--- src/rtl/ieee_div.sv ---
// Iterative IEEE-754 single divider, one quotient bit/cycle; latency 27 (28 with IEEE_DIV_ROUND_NEAREST_EN), specials 1.
// Single op in flight: in_ready only in IDLE, result held until out_ready; IEEE_DIV_ROUND_NEAREST_EN selects RNE over truncation.
module ieee_div #(
    parameter int EXP_BIAS = 127,
    parameter int MANT_W   = 23
) (
    input  logic        clk,
    input  logic        rst_n,
    input  logic        in_valid,
    output logic        in_ready,
    input  logic [31:0] dividend,
    input  logic [31:0] divisor,
    output logic        out_valid,
    input  logic        out_ready,
    output logic [31:0] quotient,
    output logic        div_by_zero
);
    localparam int EW = 31 - MANT_W;
    localparam int MW = MANT_W + 1;
`ifdef IEEE_DIV_ROUND_NEAREST_EN
    localparam int QW = MW + 2;
`else
    localparam int QW = MW + 1;
`endif

    typedef enum logic [1:0] {IDLE, CALC, NORM, DONE} state_t;

    state_t             state;
    logic               sign;
    logic signed [9:0]  exp;
    logic [MW-1:0]      mb;
    logic [MW:0]        rem;
    logic [QW-1:0]      q;
    logic [4:0]         cnt;

    logic [EW-1:0]      ea, eb;
    logic               sign_in;
    logic               spec;
    logic [31:0]        spec_q;
    logic               spec_dbz;

    assign ea      = dividend[30:MANT_W];
    assign eb      = divisor[30:MANT_W];
    assign sign_in = dividend[31] ^ divisor[31];

    always_comb begin
        spec     = 1'b1;
        spec_q   = 32'h7FC0_0000;
        spec_dbz = 1'b0;
        if (ea == '1 || eb == '1) begin
            spec_q = 32'h7FC0_0000;
        end else if (ea == '0 && eb == '0) begin
            spec_q = 32'h7FC0_0000;
        end else if (eb == '0) begin
            spec_q   = {sign_in, {EW{1'b1}}, {MANT_W{1'b0}}};
            spec_dbz = 1'b1;
        end else if (ea == '0) begin
            spec_q = {sign_in, 31'b0};
        end else begin
            spec = 1'b0;
        end
    end

    logic          q_bit;
    logic [MW:0]   rem_nxt;

    assign q_bit   = rem >= {1'b0, mb};
    assign rem_nxt = q_bit ? rem - {1'b0, mb} : rem;

    logic                msb;
    logic [MANT_W-1:0]   frac;
    logic                carry;
    logic signed [9:0]   exp_n;
    logic [31:0]         norm_q;

    assign msb = q[QW-1];

    always_comb begin
        frac  = '0;
        carry = 1'b0;
`ifdef IEEE_DIV_ROUND_NEAREST_EN
        begin
            logic [MANT_W-1:0] keep;
            logic              guard, sticky, up;
            logic [MANT_W:0]   sum;
            keep   = msb ? q[QW-2:2] : q[QW-3:1];
            guard  = msb ? q[1] : q[0];
            sticky = (msb & q[0]) | (|rem);
            up     = guard & (sticky | keep[0]);
            sum    = {1'b0, keep} + {{MANT_W{1'b0}}, up};
            // all-ones mantissa rolls over to 1.0 x 2^(e+1): fraction becomes zero
            carry  = sum[MANT_W];
            frac   = sum[MANT_W-1:0];
        end
`else
        frac = msb ? q[QW-2:1] : q[QW-3:0];
`endif
        exp_n  = exp - {9'b0, ~msb} + {9'b0, carry};
        norm_q = {sign, exp_n[EW-1:0], frac};
        if (exp_n >= 10'sd255)
            norm_q = {sign, {EW{1'b1}}, {MANT_W{1'b0}}};
        else if (exp_n <= 10'sd0)
            norm_q = {sign, 31'b0};
    end

    always_ff @(posedge clk or negedge rst_n) begin
        if (!rst_n) begin
            state       <= IDLE;
            in_ready    <= 1'b1;
            out_valid   <= 1'b0;
            quotient    <= '0;
            div_by_zero <= 1'b0;
            sign        <= 1'b0;
            exp         <= '0;
            mb          <= '0;
            rem         <= '0;
            q           <= '0;
            cnt         <= '0;
        end else begin
            case (state)
                IDLE: begin
                    if (in_valid) begin
                        in_ready <= 1'b0;
                        sign     <= sign_in;
                        exp      <= 10'(ea) - 10'(eb) + 10'(EXP_BIAS);
                        mb       <= {1'b1, divisor[MANT_W-1:0]};
                        rem      <= {2'b01, dividend[MANT_W-1:0]};
                        q        <= '0;
                        cnt      <= '0;
                        if (spec) begin
                            quotient    <= spec_q;
                            div_by_zero <= spec_dbz;
                            out_valid   <= 1'b1;
                            state       <= DONE;
                        end else begin
                            state <= CALC;
                        end
                    end
                end
                CALC: begin
                    q   <= {q[QW-2:0], q_bit};
                    rem <= rem_nxt << 1;
                    if (cnt == 5'(QW - 1))
                        state <= NORM;
                    else
                        cnt <= cnt + 5'd1;
                end
                NORM: begin
                    quotient    <= norm_q;
                    div_by_zero <= 1'b0;
                    out_valid   <= 1'b1;
                    state       <= DONE;
                end
                DONE: begin
                    if (out_ready) begin
                        out_valid <= 1'b0;
                        in_ready  <= 1'b1;
                        state     <= IDLE;
                    end
                end
                default: state <= IDLE;
            endcase
        end
    end
endmodule

--- config.mk ---
export PLATFORM = sky130hd
export DESIGN_NAME = ieee_div
export DESIGN_NICKNAME = d
export VERILOG_FILES = /design/src/rtl/ieee_div.sv
export SDC_FILE = /design/constraint.sdc
export NUM_CORES = 1
export LEC_CHECK = 0
export CORE_MARGIN = 1
export CORE_UTILIZATION = 51
export CTS_CLUSTER_SIZE = 30
export DETAILED_ROUTE_END_ITERATION = 12
export PLACE_DENSITY = 0.77
export SLEW_MARGIN = 10
export SYNTH_ARGS = -nofsm -noshare
export SYNTH_HDL_FRONTEND = slang
export SYNTH_SLANG_ARGS = --single-unit
--- constraint.sdc ---
create_clock -name clk -period 3.15 [get_ports clk]
set_input_delay 0.4725 -clock clk [delete_from_list [all_inputs] [get_ports clk]]
set_output_delay 0.4725 -clock clk [all_outputs]
set_load 0.02 [all_outputs]
==> flow_summary.json <==
{
  "rows": 44,
  "setup-violations-final": 0,
  "clock_skew_ns": 0.0106,
  "ios": 103,
  "synth_ff_type": "dfrtp_1",
  "path_common_cell": "a21oi_1",
  "clkPwrFrac_pct": 18.5,
  "gp_congestion": 0.892,
  "worstPathArrival_ns": 3.13,
  "dieArea_sq_mm": 0.0158,
  "numCtsBuffers": 17,
  "synthesis.area_sq_mm": 0.00778,
  "grt_pass1_vias": 6354,
  "fp.dieW_um": 126,
  "dr.first_iter.drc_count": 437,
  "cts_root_buf": "clkbuf_16",
  "firstDrtPassIters": 9,
  "cts_tree": "yes",
  "synth_seq_area_share_pct": 40.9,
  "synth_top_area_cell": "dfrtp_1",
  "async_flop_share_pct": 100,
  "coreArea_sq_mm": 0.0147,
  "clkLatencyLatePin_ns": 0.42,
  "antenna_found_initial": 0,
  "period_share_pct": 91.0,
  "critPathTopFamily": "compound AO/OA/AOI/OAI gates",
  "start_util_pct": 52.9,
  "clockBufferDepth": 2,
  "yosys_warnings": 0,
  "critPathKind": "reg -> reg",
  "p_sw_mw": 4.61,
  "synthTopCellsByArea": "dfrtp_1 (41%), ha_1 (7.2%), a21oi_1 (4.1%), mux2i_1 (3.9%), mux2_2 (3.5%)",
  "wl_per_cell_um": 15.7,
  "multi_input_area_sq_mm": 0.00425,
  "place_inst": 1094,
  "ys_types": 68,
  "worst_pin_slew_ns": 1.26,
  "synth_edf_count": 0,
  "cp_num_buf_inv": 0,
  "syn-num-nets": 939,
  "fin_crit_ns": 2.87,
  "slew_headroom_pct": 15.4,
  "viasPerCell": 5.74,
  "hold_ws_ns": 0.108,
  "path_clk_slew_ns": 0.06,
  "hold_buffers": 0,
  "worstSetupStartpointType": "flop",
  "intPower_mw": 5.91,
  "h-tree-depth": 4,
  "diodes": 0,
  "pre_cts_ws_ns": -0.0312,
  "final_common_cell": "dfrtp_1",
  "ir_worst_vdd_mv": 0.584,
  "cp_max_fo": 6,
  "end_kind": "flop",
  "syn_avg_cell_area_sq_um": 9.44,
  "fin_nets": 1044,
  "fmax_mhz": 349,
  "rsz0062_at_grt": "false",
  "final_cells": 1126,
  "synth_top_cell_area_share_pct": 40.5,
  "slew_violations": 0,
  "drc": 4,
  "ant_nets": 0,
  "total_power_mw": 10.5,
  "max-cap-violations": 0,
  "hpwlAfterDp_um": 12400,
  "violations": "DRC",
  "ctsResizeCount": 0,
  "nFillCells": 1207,
  "finalHoldViolCount": 0,
  "p_seq_share_pct": 25.4,
  "drive_above_1_share_pct": 13.4,
  "cpPeakStageDelay_ns": 0.49,
  "via_count": 6467,
  "comb_power_share_pct": 56.1,
  "status": "complete, but fails checks",
  "port-buffer-count": 102,
  "p_per_area_mw_per_mm2": 1090,
  "switching_share_pct": 43.8,
  "routed_wl_um": 17700,
  "cp_slowest_cell": "o41a_1",
  "synth_cells": 824,
  "p_leak_nw": 4.22,
  "hold_class": "in -> async",
  "die_y_um": 126,
  "final_cell_mix": "dfrtp_1 (126), clkdlybuf4s50_1 (101), nand2_1 (68)",
  "grt_overflow_total": 0,
  "cp_cell_sequence": "ha_1, and3_1, a221oi_1, nor2_1, o41a_1, o2111ai_1, a21oi_1, xor2_1, mux2i_1, a21oi_1",
  "grt_usage_pct": 23.7,
  "grt_max_degree": 128,
  "clkSinkCount": 127,
  "area_delta_synth_final_pct": 24.0,
  "ys_ff_latch": 127,
  "regArea_sq_mm": 0.00318,
  "grt_pass1_wl_um": 30200,
  "cp_data_required_time_ns": 3.42,
  "fin_ws_ns": 0.283,
  "cts_setup_buffers": 0
}
## path summary, 6_finish.rpt
check | from | end | slack [ns] | cells past startpoint
setup / recovery | rem[9]$_DFFE_PN0P_ | rem[20]$_DFFE_PN0P_ | 0.28 | 10
hold / removal | rst_n | mb[14]$_DFFE_PN0P_ | 0.11 | 2
setup reg to reg | rem[9]$_DFFE_PN0P_ | rem[20]$_DFFE_PN0P_ | 0.28 | 10
hold reg to reg | mb[23]$_DFFE_PN0P_ | mb[23]$_DFFE_PN0P_ | 0.46 | 2
max in group asynchronous | rst_n | cnt[3]$_DFFE_PN0P_ | 2.47 | 2
min in group clk | mb[23]$_DFFE_PN0P_ | mb[23]$_DFFE_PN0P_ | 0.46 | 2
## logic make-up after synthesis
kind of cell	Yosys count	synth area share, %
AOI/OAI and AO/OA	237	20.7
and+or+nand+nor	226	13.9
DFF	127	40.9
buffers and inverters	92	4.71
muxes	54	7.33
adders and majority gates	47	7.75
xor gates and xnor gates	41	4.71
## state kept, by name (all words and copies together), names as in the netlist
signal,count
quotient,32
q,25
rem,25
mb,24
exp,10
cnt,5
state,2
div_by_zero,1
in_ready,1
out_valid,1
sign,1
## final cells by class
| cell class | instances | share of cell area (%) |
|---|---|---|
| clock inverter | 14 | 1.61 |
| clock buffer | 18 | 4.45 |
| tap | 184 | 2.39 |
| sequential | 127 | 33.0 |
| multi-input combinational | 605 | 44.0 |
| timing repair buffer | 125 | 12.5 |
| inverter | 53 | 2.06 |
## synthesized netlist by cell type (3+ instances only)
library cell and n:
ha_1 45, o21ai_2 20, o31ai_1 5, a221oi_1 3
a22o_1 24, nand3_1 16, o22ai_1 15, a21oi_1 64
nor4_1 4, a21o_1 16, nor2b_1 7, o221a_2 8
and4_1 3, nand2_1 69, a31oi_1 3, nor3_1 11
nand2b_1 6, clkbuf_1 30, dfrtp_1 126, o21ai_0 41
and3_1 6, a211oi_1 8, inv_1 52, nor2_1 69
and2_1 4, nand4_1 10, buf_2 5, xor2_1 21
xnor2_1 19, mux2_2 24, or3_1 6, mux2i_1 30
o21a_1 6
## through the flow
step | TNS (ns) | utilization [%] | area, sq um
2_1_floorplan | 0 | - | 7780
3_3_place_gp | 0 | 61.6 | 9060
3_5_place_dp | -0.0312 | 61.6 | 9060
4_1_cts | 0 | 65.6 | 9640
5_1_grt | 0 | 65.6 | 9640
6_report | 0 | 65.6 | 9640
## layer usage
layer / global-route usage (%) / share of wire, %
met1: 32.7 / 48
met2: 37.4 / 46
met3: 4.36 / 4.4
met4: 8.46 / 1.6
met5: 0 / 0
## power groups by stage
stage	Sequential [mW]	Clock [mW]	Combinational (mW)
after floorplan	2.67	0	4.30
after global placement	2.66	0	5.70
after detailed placement	2.68	0	5.81
after CTS	2.67	1.98	5.86
after global routing	2.75	2.05	6.57
final	2.68	1.95	5.90
Power figures use the tool's default switching activity.
